### src/rtl/dc_ipu_filter_pkg.sv
// Shared types and default widths for the bicubic filter scheduler.
// Latency: n/a (declarations only).
// Backpressure: n/a.
package dc_ipu_filter_pkg;

    localparam int DEF_DIM_WIDTH        = 12;
    localparam int DEF_STEP_FRACT_WIDTH = 12;
    localparam int DEF_PHASE_WIDTH      = 4;

    // Accumulator carries a sign bit on top of integer + fraction so the
    // half-pixel centre offset can go negative at the left/top edge.
    function automatic int acc_width(input int dim_w, input int fract_w);
        return dim_w + fract_w + 1;
    endfunction

    // Window corner is floor(pos)-1, which can reach -1 (or lower when
    // upscaling), hence one extra sign bit over the destination dimension.
    function automatic int src_width(input int dim_w);
        return dim_w + 1;
    endfunction

    localparam int DEF_STEP_WIDTH = DEF_DIM_WIDTH + DEF_STEP_FRACT_WIDTH;
    localparam int DEF_ACC_WIDTH  = acc_width(DEF_DIM_WIDTH, DEF_STEP_FRACT_WIDTH);
    localparam int DEF_SRC_WIDTH  = src_width(DEF_DIM_WIDTH);

    typedef enum logic [1:0] {
        ST_IDLE = 2'd0,
        ST_RUN  = 2'd1,
        ST_DONE = 2'd2
    } sched_state_e;

endpackage

### src/rtl/dc_ipu_filter_sched_if.sv
// Request bus from the scheduler to the texel-fetch/weight stage.
// Latency: n/a (wiring only).
// Backpressure: out_ready from the slave stalls the master with all fields held.
interface dc_ipu_filter_sched_if
    import dc_ipu_filter_pkg::*;
#(
    parameter int DIM_WIDTH   = DEF_DIM_WIDTH,
    parameter int PHASE_WIDTH = DEF_PHASE_WIDTH
);

    logic                   out_valid;
    logic                   out_ready;
    logic [DIM_WIDTH:0]     out_src_x;
    logic [DIM_WIDTH:0]     out_src_y;
    logic [PHASE_WIDTH-1:0] out_phase_x;
    logic [PHASE_WIDTH-1:0] out_phase_y;
    logic                   out_sof;
    logic                   out_eof;
    logic                   out_sol;
    logic                   out_eol;

    modport master (
        output out_valid, out_src_x, out_src_y, out_phase_x, out_phase_y,
        output out_sof, out_eof, out_sol, out_eol,
        input  out_ready
    );

    modport slave (
        input  out_valid, out_src_x, out_src_y, out_phase_x, out_phase_y,
        input  out_sof, out_eof, out_sol, out_eol,
        output out_ready
    );

endinterface

### src/rtl/dc_ipu_filter_sched_axis.sv
// One scan axis: position counter, fixed-point source accumulator, window/phase derivation.
// Latency: derived fields are registered, valid the cycle after a load/restart/advance.
// Backpressure: fields only change on a control strobe, so they hold while the caller stalls.
module dc_ipu_filter_sched_axis
    import dc_ipu_filter_pkg::*;
#(
    parameter int DIM_WIDTH        = DEF_DIM_WIDTH,
    parameter int STEP_FRACT_WIDTH = DEF_STEP_FRACT_WIDTH,
    parameter int PHASE_WIDTH      = DEF_PHASE_WIDTH
) (
    input  logic                                  clk,
    input  logic                                  nreset,
    input  logic                                  load_i,
    input  logic                                  restart_i,
    input  logic                                  advance_i,
    input  logic [DIM_WIDTH-1:0]                  size_i,
    input  logic [DIM_WIDTH+STEP_FRACT_WIDTH-1:0] step_i,
    output logic                                  first_o,
    output logic                                  last_o,
    output logic [DIM_WIDTH:0]                    src_o,
    output logic [PHASE_WIDTH-1:0]                phase_o
);

    localparam int STEP_W = DIM_WIDTH + STEP_FRACT_WIDTH;
    localparam int ACC_W  = acc_width(DIM_WIDTH, STEP_FRACT_WIDTH);
    localparam int SRC_W  = src_width(DIM_WIDTH);

    // Half a source pixel: subtracted from step/2 to align pixel centres.
    localparam logic [ACC_W-1:0] HALF_PIX =
        {{(ACC_W-STEP_FRACT_WIDTH){1'b0}}, 1'b1, {(STEP_FRACT_WIDTH-1){1'b0}}};
    localparam logic [DIM_WIDTH-1:0] CNT_ONE = 1;
    localparam logic [SRC_W-1:0]     SRC_ONE = 1;

    logic [DIM_WIDTH-1:0]   size_q, size_d;
    logic [DIM_WIDTH-1:0]   cnt_q, cnt_d;
    logic [STEP_W-1:0]      step_q, step_d;
    logic [ACC_W-1:0]       init_q, init_d;
    logic [ACC_W-1:0]       acc_q, acc_d;
    logic                   first_q, first_d;
    logic                   last_q, last_d;
    logic [SRC_W-1:0]       src_q, src_d;
    logic [PHASE_WIDTH-1:0] phase_q, phase_d;
    logic                   upd;

    // Next counter/accumulator values and the request fields they imply.
    always_comb begin
        upd    = load_i | restart_i | advance_i;
        size_d = size_q;
        step_d = step_q;
        init_d = init_q;
        cnt_d  = cnt_q;
        acc_d  = acc_q;
        if (load_i) begin
            size_d = size_i;
            step_d = step_i;
            init_d = {2'b00, step_i[STEP_W-1:1]} - HALF_PIX;
            cnt_d  = '0;
            acc_d  = init_d;
        end else if (restart_i) begin
            cnt_d = '0;
            acc_d = init_q;
        end else if (advance_i) begin
            cnt_d = cnt_q + CNT_ONE;
            acc_d = acc_q + {1'b0, step_q};
        end
        first_d = (cnt_d == '0);
        last_d  = (size_d != '0) && (cnt_d == size_d - CNT_ONE);
        // Integer bits of the accumulator are floor(pos) in two's complement,
        // so slicing them is the arithmetic shift truncated to SRC_W bits.
        src_d   = acc_d[STEP_FRACT_WIDTH +: SRC_W] - SRC_ONE;
        phase_d = acc_d[STEP_FRACT_WIDTH-1 -: PHASE_WIDTH];
    end

    // Axis state; output fields move only on a strobe so stalls hold them.
    always_ff @(posedge clk or negedge nreset) begin
        if (!nreset) begin
            size_q  <= '0;
            step_q  <= '0;
            init_q  <= '0;
            cnt_q   <= '0;
            acc_q   <= '0;
            first_q <= 1'b0;
            last_q  <= 1'b0;
            src_q   <= '0;
            phase_q <= '0;
        end else begin
            size_q <= size_d;
            step_q <= step_d;
            init_q <= init_d;
            cnt_q  <= cnt_d;
            acc_q  <= acc_d;
            if (upd) begin
                first_q <= first_d;
                last_q  <= last_d;
                src_q   <= src_d;
                phase_q <= phase_d;
            end
        end
    end

    assign first_o = first_q;
    assign last_o  = last_q;
    assign src_o   = src_q;
    assign phase_o = phase_q;

endmodule

### src/rtl/dc_ipu_filter_sched.sv
// Per-frame raster scheduler issuing one 4x4 window request per destination pixel.
// Latency: first request valid one cycle after start; one request per clock when unstalled.
// Backpressure: valid/ready; all request fields held while out_valid & !out_ready.
module dc_ipu_filter_sched
    import dc_ipu_filter_pkg::*;
#(
    parameter int DIM_WIDTH        = DEF_DIM_WIDTH,
    parameter int STEP_FRACT_WIDTH = DEF_STEP_FRACT_WIDTH,
    parameter int PHASE_WIDTH      = DEF_PHASE_WIDTH
) (
    input  logic                                  clk,
    input  logic                                  nreset,
    input  logic                                  clr,
    input  logic                                  start,
    input  logic [DIM_WIDTH-1:0]                  cfg_dst_width,
    input  logic [DIM_WIDTH-1:0]                  cfg_dst_height,
    input  logic [DIM_WIDTH+STEP_FRACT_WIDTH-1:0] cfg_step_x,
    input  logic [DIM_WIDTH+STEP_FRACT_WIDTH-1:0] cfg_step_y,
    output logic                                  busy,
    output logic                                  done,
    dc_ipu_filter_sched_if.master                 out_if
);

    sched_state_e state_q, state_d;
    logic         load;
    logic         adv_x, rst_x, adv_y;
    logic         x_first, x_last, y_first, y_last;
    logic         fire;

    assign fire = out_if.out_valid & out_if.out_ready;

    // Frame state register.
    always_ff @(posedge clk or negedge nreset) begin
        if (!nreset) begin
            state_q <= ST_IDLE;
        end else begin
            state_q <= state_d;
        end
    end

    // Frame sequencing: clr wins, start only from IDLE, each fire steps the raster.
    always_comb begin
        state_d = state_q;
        load    = 1'b0;
        adv_x   = 1'b0;
        rst_x   = 1'b0;
        adv_y   = 1'b0;
        if (clr) begin
            state_d = ST_IDLE;
        end else begin
            case (state_q)
                ST_IDLE: begin
                    if (start) begin
                        load = 1'b1;
                        // Empty frame: report completion without issuing anything.
                        if (cfg_dst_width == '0 || cfg_dst_height == '0) begin
                            state_d = ST_DONE;
                        end else begin
                            state_d = ST_RUN;
                        end
                    end
                end
                ST_RUN: begin
                    if (fire) begin
                        if (x_last) begin
                            if (y_last) begin
                                state_d = ST_DONE;
                            end else begin
                                rst_x = 1'b1;
                                adv_y = 1'b1;
                            end
                        end else begin
                            adv_x = 1'b1;
                        end
                    end
                end
                ST_DONE: state_d = ST_IDLE;
                default: state_d = ST_IDLE;
            endcase
        end
    end

    dc_ipu_filter_sched_axis #(
        .DIM_WIDTH        (DIM_WIDTH),
        .STEP_FRACT_WIDTH (STEP_FRACT_WIDTH),
        .PHASE_WIDTH      (PHASE_WIDTH)
    ) u_axis_x (
        .clk       (clk),
        .nreset    (nreset),
        .load_i    (load),
        .restart_i (rst_x),
        .advance_i (adv_x),
        .size_i    (cfg_dst_width),
        .step_i    (cfg_step_x),
        .first_o   (x_first),
        .last_o    (x_last),
        .src_o     (out_if.out_src_x),
        .phase_o   (out_if.out_phase_x)
    );

    dc_ipu_filter_sched_axis #(
        .DIM_WIDTH        (DIM_WIDTH),
        .STEP_FRACT_WIDTH (STEP_FRACT_WIDTH),
        .PHASE_WIDTH      (PHASE_WIDTH)
    ) u_axis_y (
        .clk       (clk),
        .nreset    (nreset),
        .load_i    (load),
        .restart_i (1'b0),
        .advance_i (adv_y),
        .size_i    (cfg_dst_height),
        .step_i    (cfg_step_y),
        .first_o   (y_first),
        .last_o    (y_last),
        .src_o     (out_if.out_src_y),
        .phase_o   (out_if.out_phase_y)
    );

    assign out_if.out_valid = (state_q == ST_RUN);
    assign out_if.out_sol   = x_first;
    assign out_if.out_eol   = x_last;
    assign out_if.out_sof   = x_first & y_first;
    assign out_if.out_eof   = x_last & y_last;
    assign done             = (state_q == ST_DONE);
    assign busy             = (state_q != ST_IDLE);

endmodule

### src/flat_wrapper.sv
// flat-port wrapper written by rule: the top's interface ports become plain ports
module dc_ipu_filter_sched_flat import dc_ipu_filter_pkg::*;
#(
    parameter int DIM_WIDTH        = DEF_DIM_WIDTH,
    parameter int STEP_FRACT_WIDTH = DEF_STEP_FRACT_WIDTH,
    parameter int PHASE_WIDTH      = DEF_PHASE_WIDTH
)
  (clk, nreset, clr, start, cfg_dst_width, cfg_dst_height, cfg_step_x, cfg_step_y, busy, done, out_if_out_valid, out_if_out_src_x, out_if_out_src_y, out_if_out_phase_x, out_if_out_phase_y, out_if_out_sof, out_if_out_eof, out_if_out_sol, out_if_out_eol, out_if_out_ready);
  dc_ipu_filter_sched_if #(.DIM_WIDTH(DIM_WIDTH), .PHASE_WIDTH(PHASE_WIDTH)) out_if_i ();
  input  logic clk;
  input  logic nreset;
  input  logic clr;
  input  logic start;
  input  logic [DIM_WIDTH-1:0] cfg_dst_width;
  input  logic [DIM_WIDTH-1:0] cfg_dst_height;
  input  logic [DIM_WIDTH+STEP_FRACT_WIDTH-1:0] cfg_step_x;
  input  logic [DIM_WIDTH+STEP_FRACT_WIDTH-1:0] cfg_step_y;
  output logic busy;
  output logic done;
  output wire logic [$bits(out_if_i.out_valid)-1:0] out_if_out_valid;
  output wire logic [$bits(out_if_i.out_src_x)-1:0] out_if_out_src_x;
  output wire logic [$bits(out_if_i.out_src_y)-1:0] out_if_out_src_y;
  output wire logic [$bits(out_if_i.out_phase_x)-1:0] out_if_out_phase_x;
  output wire logic [$bits(out_if_i.out_phase_y)-1:0] out_if_out_phase_y;
  output wire logic [$bits(out_if_i.out_sof)-1:0] out_if_out_sof;
  output wire logic [$bits(out_if_i.out_eof)-1:0] out_if_out_eof;
  output wire logic [$bits(out_if_i.out_sol)-1:0] out_if_out_sol;
  output wire logic [$bits(out_if_i.out_eol)-1:0] out_if_out_eol;
  input wire logic [$bits(out_if_i.out_ready)-1:0] out_if_out_ready;
  assign out_if_out_valid = out_if_i.out_valid;
  assign out_if_out_src_x = out_if_i.out_src_x;
  assign out_if_out_src_y = out_if_i.out_src_y;
  assign out_if_out_phase_x = out_if_i.out_phase_x;
  assign out_if_out_phase_y = out_if_i.out_phase_y;
  assign out_if_out_sof = out_if_i.out_sof;
  assign out_if_out_eof = out_if_i.out_eof;
  assign out_if_out_sol = out_if_i.out_sol;
  assign out_if_out_eol = out_if_i.out_eol;
  assign out_if_i.out_ready = out_if_out_ready;
  dc_ipu_filter_sched #(.DIM_WIDTH(DIM_WIDTH), .STEP_FRACT_WIDTH(STEP_FRACT_WIDTH), .PHASE_WIDTH(PHASE_WIDTH)) u_core (.clk(clk), .nreset(nreset), .clr(clr), .start(start), .cfg_dst_width(cfg_dst_width), .cfg_dst_height(cfg_dst_height), .cfg_step_x(cfg_step_x), .cfg_step_y(cfg_step_y), .busy(busy), .done(done), .out_if(out_if_i));
endmodule
### config.mk
export PLATFORM = sky130hd
export DESIGN_NAME = dc_ipu_filter_sched_flat
export DESIGN_NICKNAME = d
export VERILOG_FILES = /design/src/rtl/dc_ipu_filter_pkg.sv /design/src/rtl/dc_ipu_filter_sched_if.sv /design/src/rtl/dc_ipu_filter_sched_axis.sv /design/src/rtl/dc_ipu_filter_sched.sv /design/src/flat_wrapper.sv
export SDC_FILE = /design/constraint.sdc
export NUM_CORES = 1
export LEC_CHECK = 0
export BUFFER_PORTS_ARGS = -buffer_cell sky130_fd_sc_hd__clkbuf_2
export CAP_MARGIN = 15
export CORE_ASPECT_RATIO = 0.6
export CORE_MARGIN = 4
export CORE_UTILIZATION = 54
export DETAILED_ROUTE_END_ITERATION = 7
export PLACE_DENSITY = 0.73
export SLEW_MARGIN = 20
export SYNTH_ARGS = -nofsm -noshare
export SYNTH_HDL_FRONTEND = slang
export SYNTH_HIERARCHICAL = 1
export SYNTH_SLANG_ARGS = --single-unit
### constraint.sdc
create_clock -name clk -period 8.3 [get_ports clk]
set_input_delay 1.66 -clock clk [delete_from_list [all_inputs] [get_ports clk]]
set_output_delay 1.66 -clock clk [all_outputs]
set_load 0.05 [all_outputs]
-- After elaboration in Yosys (flattened, before gate mapping)
Cells that the tools add are included.
- add/subtract/negate cells: 10
- equal/unequal tests: 8
- muxes and demuxes: 31
- bitwise operators: 5
- reductions and logical operators: 14
- operators by type and width (cell ; number):
    two-way mux 25 bit ; 5
    two-way mux 12 bit ; 7
    adder 25 x 24 -> 25 bit ; 2
    zero test 12 bit ; 4
    subtractor 23 x 12 -> 24 bit, second input constant ; 2
    subtractor 13 x 1 -> 13 bit, second input constant ; 2
    adder 12 x 1 -> 12 bit, second input constant ; 2
    equality test 12 bit ; 2
    nonzero test 12 bit ; 2
    subtractor 12 x 1 -> 12 bit, second input constant ; 2
    two-way mux 1 bit ; 12
    two-way mux 2 bit ; 6
    != test 3 bit, second input constant ; 4
    case mux 2 bit (2 select lines) ; 1
    AND reduction 4 bit ; 1
    nonzero test 2 bit ; 2
    AND 1 bit ; 3
    nonzero test 3 bit ; 1
    equality test 2 x 1 -> 1 bit, second input constant ; 1
    equality test 2 bit, second input constant ; 1
    logical AND 1 bit ; 2
    zero test 2 bit ; 1
    OR 1 bit ; 2
    logical OR 1 bit ; 1
- register bits: 211
- output and inout port bits: 41
- word-level logic and storage cells: 88

-- Depth between registers and ports, before layout
- depth after elaboration: 10
- mapped depth: 17

-- Cells and area by module
The synthesis kept the hierarchy.
- by module, submodules not included (module ; times used ; cells each ; area an instance (um^2)):
    dc_ipu_filter_sched_axis (u_core.u_axis_y) ; 1 ; 719 ; 6650.1
    dc_ipu_filter_sched_axis (u_core.u_axis_x) ; 1 ; 688 ; 6468.7
    dc_ipu_filter_sched ; 1 ; 27 ; 202.7

-- Worst setup path after synthesis
No wires, ideal clock.
- path type: input -> register
- start: input port clr
- end: register u_core.u_axis_x.last_q, in the netlist u_core/u_axis_x/last_o
- library setup time: 76 ps
- arrival: 4667 ps
- required time: 8224 ps
- setup slack: 3556 ps
- cell stages on the path: 13
- path buffers: 2
- path through: nor4b_2 -> buf_2 -> buf_1 -> mux2i_1 -> ha_1 -> o21ai_0 -> or3_1 -> or3_1 -> nor3_1 -> xor2_1 -> xnor2_1 -> nand3_1 -> o21ai_1
- word-level cells in the longest chain between the ends: 6
- ends and longest elaborated chain (element ; line ; source):
    start, declared ; flat_wrapper.sv:12 ; input logic clr;
    branches (longest 6 deep; another with subtractor 12 x 1 -> 12 bit) ; n/a ;
    end signal, assigned ; dc_ipu_filter_sched_axis.sv:94 ; last_q <= last_d;
    end, declared ; dc_ipu_filter_sched_axis.sv:40 ; logic last_q, last_d;
Parallel ways; which one is timed is not known.
A chain may end at the register's enable or synchronous reset.

-- Final worst setup path
- start: input port clr
- end: register u_core.u_axis_x.src_q[11], in the netlist u_core/u_axis_x/src_o[11]
- RTL lines (element ; line ; source):
    two-way mux 1 bit ; dc_ipu_filter_sched.sv:48 ; if (clr) begin
    named net u_core.load ; dc_ipu_filter_sched.sv:25 ; logic load;
    two-way mux 25 bit ; dc_ipu_filter_sched_axis.sv:53 ; if (load_i) begin
    named net u_core.u_axis_x.acc_d[14] ; dc_ipu_filter_sched_axis.sv:38 ; logic [ACC_W-1:0] acc_q, acc_d;
    subtractor 13 x 1 -> 13 bit ; dc_ipu_filter_sched_axis.sv:70 ; src_d = acc_d[STEP_FRACT_WIDTH +: SRC_W] - SRC_ONE;
    end signal, assigned ; dc_ipu_filter_sched_axis.sv:95 ; src_q <= src_d;
    end, declared ; dc_ipu_filter_sched_axis.sv:41 ; logic [SRC_W-1:0] src_q, src_d;
The timed path passes the listed nets, and every way through them passes these cells. The select of a mux whose other input is x is not followed.

==> impl_metrics.csv <==
group,metric,value,unit
status,outcome,"completed",
layout,drive_gt1_share,18.85,%
power_and_ir_drop,ir_drop,159.3,µV
hold_path,hold_path_end,"u_core/u_axis_y/phase_o[0]",
critical_path,worstSetupPathType,"in2reg",
yosys,ys.warnings.count,6,
global_routing,grt_pass1_vias,10780,
floorplan,die_w,210.8,µm
routing,drt-pass1-iter-count,5,
routing,wl_met2,13.96,mm
clock_network,clockBufferDepth,3,
clock_network,clk_latency,0.52,ns
floorplan,dieArea,27330,µm²
place,hpwlAfterDp,27.22,mm
clock_network,cts.sinks,212,
power_and_ir_drop,p_per_area,338.6,nW/µm²
routing,drt_iter0_markers,1174,
yosys,async_reset_ff_share,100.0,%
yosys,synthSimpleGateAreaFrac,19.77,%
layout,layout.nets,1664,
clock_network,postCtsResizedCells,0,
floorplan,io_pins,118,
critical_path,endpoint_kind,"register",
routing,route.vias.total,11300,
yosys,ys_ff_latch,212,
layout,multiInputGateArea,7614,µm²
clock_network,cts_made_buffers,22,
hold_path,worst_hold_path_type,"reg2reg",
yosys,seq_area_frac_synth,39.82,%
sta,hold_viol_final,0,
global_routing,antenna_found_initial,0,
layout,syn_to_final_growth,12.22,%
critical_path,crit_path_start,"clr",
floorplan,rows,44,
routing,wirelength,36.75,mm
flow_run,cap_violations,0,
sta,maxSlewHeadroom,29.00,%
clock_network,cts_tree,"yes",
critical_path,r2r-start,"u_core/state_q[0]",
global_routing,grt_max_degree,151,
sta,max_freq,190.0,MHz
global_routing,grt_first_pass_wirelength,59.24,mm
yosys,synthXorXnorAreaFrac,7.148,%
floorplan,start_util,54.99,%
floorplan,coreArea,24220,µm²
yosys,ys.flop_type,"dfrtp_1",
place,port_buffers,117,
routing,dr_wl_met3,3.609,mm
routing,drt.antenna.violating_nets,0,
yosys,synth_edf_count,0,
yosys,synth_adder_area_share,5.560,%
sta,clock_skew,0.01317,ns
global_routing,grtUsageTotal,26.88,%
hold_path,holdPathStages,2,
layout,fin_util,61.71,%
routing,highest_layer,"met4",
yosys,synth_cell_type_count,100,
yosys,synth_top_family_by_area,"simple AND/OR/NAND/NOR gates",
critical_path,cp_data_required_time,8.72,ns
critical_path,crit_fanout,150,
sta,setup_tns,0,ns
clock_network,path_clk_slew,0.06,ns
clock_network,clock-root-buffer,"clkbuf_16",
yosys,synthMuxAreaShare,7.176,%
sta,slew_violations,0,
critical_path,regToRegEndpoint,"u_core/u_axis_x/src_o[11]",
power_and_ir_drop,leakage,6.392,nW
yosys,synth_compound_area_share,17.19,%
floorplan,chipHeight,129.7,µm
layout,diodes,0,
routing,drc_errors,0,
sta,setup_violations,0,
critical_path,crit_arrival,5.68,ns
global_routing,grt-ovfl-total,0,
layout,fillCellCount,2131,
clock_network,ctsHtreeMaxLevel,1,
routing,wl_per_cell,19.69,µm
routing,avgViaCountPerCell,6.057,
yosys,syn_inst,1434,
sta,min_period,5.263,ns
layout,layout_commonest_cell,"dfrtp_1",
place,gp_routability_congestion,0.9528,
yosys,avgSynthCellArea,9.290,µm²
critical_path,r2r_setup_slack,3.67,ns
layout,final_cell_mix,"dfrtp_1, nor2_1, nand2_1",
yosys,netlist_area,13320,µm²
clock_network,cts_hold_buffers,0,
critical_path,cp-start-kind,"input port",
sta,worst_slew_pin_slew,1.055,ns
clock_network,postCtsSetupRepairBufs,0,
sta,rsz0062_at_grt,"false",
critical_path,r2r_cells,12,
layout,regArea,5305,µm²
routing,wl_met1,18.65,mm
hold_path,hp-start,"u_core/u_axis_y/phase_o[0]",
sta,fin_crit_sh,63.41,%
## synth_stat cells, types with 6 or more instances
cell type	count	share of area, %
dfrtp_1	212	40
nor2_1	134	3.8
nand2_1	125	3.5
a21oi_1	100	3.8
o21ai_0	76	2.9
xnor2_1	68	4.5
mux2_2	63	5.3
ha_1	56	5.3
inv_1	46	1.3
nor3_1	44	1.7
nand3_1	39	1.5
clkbuf_1	38	1.1
xor2_1	38	2.5
or3_1	23	1.1
a21o_1	22	1.2
mux2i_1	22	1.7
nand4_1	19	0.89
and3_1	18	0.85
nor4_1	17	0.80
o21a_1	16	0.90
a31oi_1	14	0.66
nand2b_1	13	0.61
nor3b_1	13	0.73
buf_1	11	0.31
o211ai_1	11	0.62
o21ai_1	11	0.41
buf_2	10	0.38
a211oi_1	9	0.51
nor2b_1	8	0.38
o31ai_1	8	0.45
a221o_1	7	0.53
and2_1	7	0.33
or4_1	7	0.39
a21oi_2	6	0.39
## how the worst max path moves through the flow
| stage | slack [ns] | to |
|---|---|---|
| final | 3.04 | u_core/u_axis_x/src_o[11] |
| after global routing | 2.78 | u_core/u_axis_x/src_o[11] |
| after CTS | 3.11 | u_core/u_axis_x/src_o[11] |
| after detailed placement | 2.61 | u_core/u_axis_x/src_o[11] |
| after global placement | 2.71 | u_core/u_axis_x/src_o[11] |
| after floorplan | 3.56 | u_core/u_axis_x/last_o |
## metal layers
layer  up-vias  GRT usage, %
met3        48         7.307
met4         0         4.381
li1       5383             -
met5         -             0
met2       422         35.71
met1      5449         43.78
## registers in the layout (all words and copies together) (netlist names), 4 cells and up
signal / cells
u_core/u_axis_x/acc_q: 25
u_core/u_axis_y/acc_q: 25
u_core/u_axis_x/step_q: 24
u_core/u_axis_y/step_q: 24
u_core/u_axis_x/init_q: 13
u_core/u_axis_x/src_o: 13
u_core/u_axis_y/init_q: 13
u_core/u_axis_y/src_o: 13
u_core/u_axis_x/cnt_q: 12
u_core/u_axis_x/size_q: 12
u_core/u_axis_y/cnt_q: 12
u_core/u_axis_y/size_q: 12
u_core/u_axis_x/phase_o: 4
u_core/u_axis_y/phase_o: 4
## cell families (layout without fill, tap and decap cells)
kind of cell | count (synthesis) | after routing
simple gates | 513 | 513
compound gates | 344 | 344
flops | 212 | 212
buf+inv | 112 | 219
xor+xnor | 107 | 107
mux | 87 | 87
fa+ha+maj | 58 | 58
other cells | 1 | 4
## power by group
part | internal, mW | leakage [nW] | switching, mW
combinational | 0.921 | 3.50 | 1.61
clock | 0.595 | 0.363 | 0.430
sequential | 1.32 | 2.53 | 0.190
total | 2.83 | 6.39 | 2.23
## stage by stage
| step | total power, mW | hold WS, ns | worst slack, ns | cells | area (µm²) |
|---|---|---|---|---|---|
| final | 5.062 | 0.4720 | 3.037 | 1866 | 14950 |
| after floorplan | 3.361 | 0.4505 | 3.556 | 1437 | 13330 |
| after detailed placement | 3.981 | 0.4602 | 2.607 | 1827 | 14200 |
| after CTS | 5.033 | 0.4741 | 3.112 | 1866 | 14950 |
| after global placement | 3.921 | 0.4591 | 2.712 | 1827 | 14200 |
| after global routing | 5.397 | 0.5050 | 2.781 | 1866 | 14950 |
## layout make-up
cell class                 instances  area share (%)
multi-input combinational       1113           50.93
clock buffer                      27           4.151
clock inverter                    12          0.8119
sequential                       212           35.49
timing repair buffer             128           4.620
inverter                          52           1.306
tap                              322           2.695
## critical path, cell delays in order
cell,delay [ns]
clkbuf_2,0.11
nor4b_4,0.26
buf_12,0.55
or2_2,0.66
nor2_1,0.35
a32oi_1,0.27
and3_1,0.23
inv_2,0.08
a2111oi_4,0.31
nand4bb_1,0.27
nor4_2,0.46
a21oi_1,0.12
o31ai_1,0.26
No activity file was read; power rests on OpenSTA's default activity.
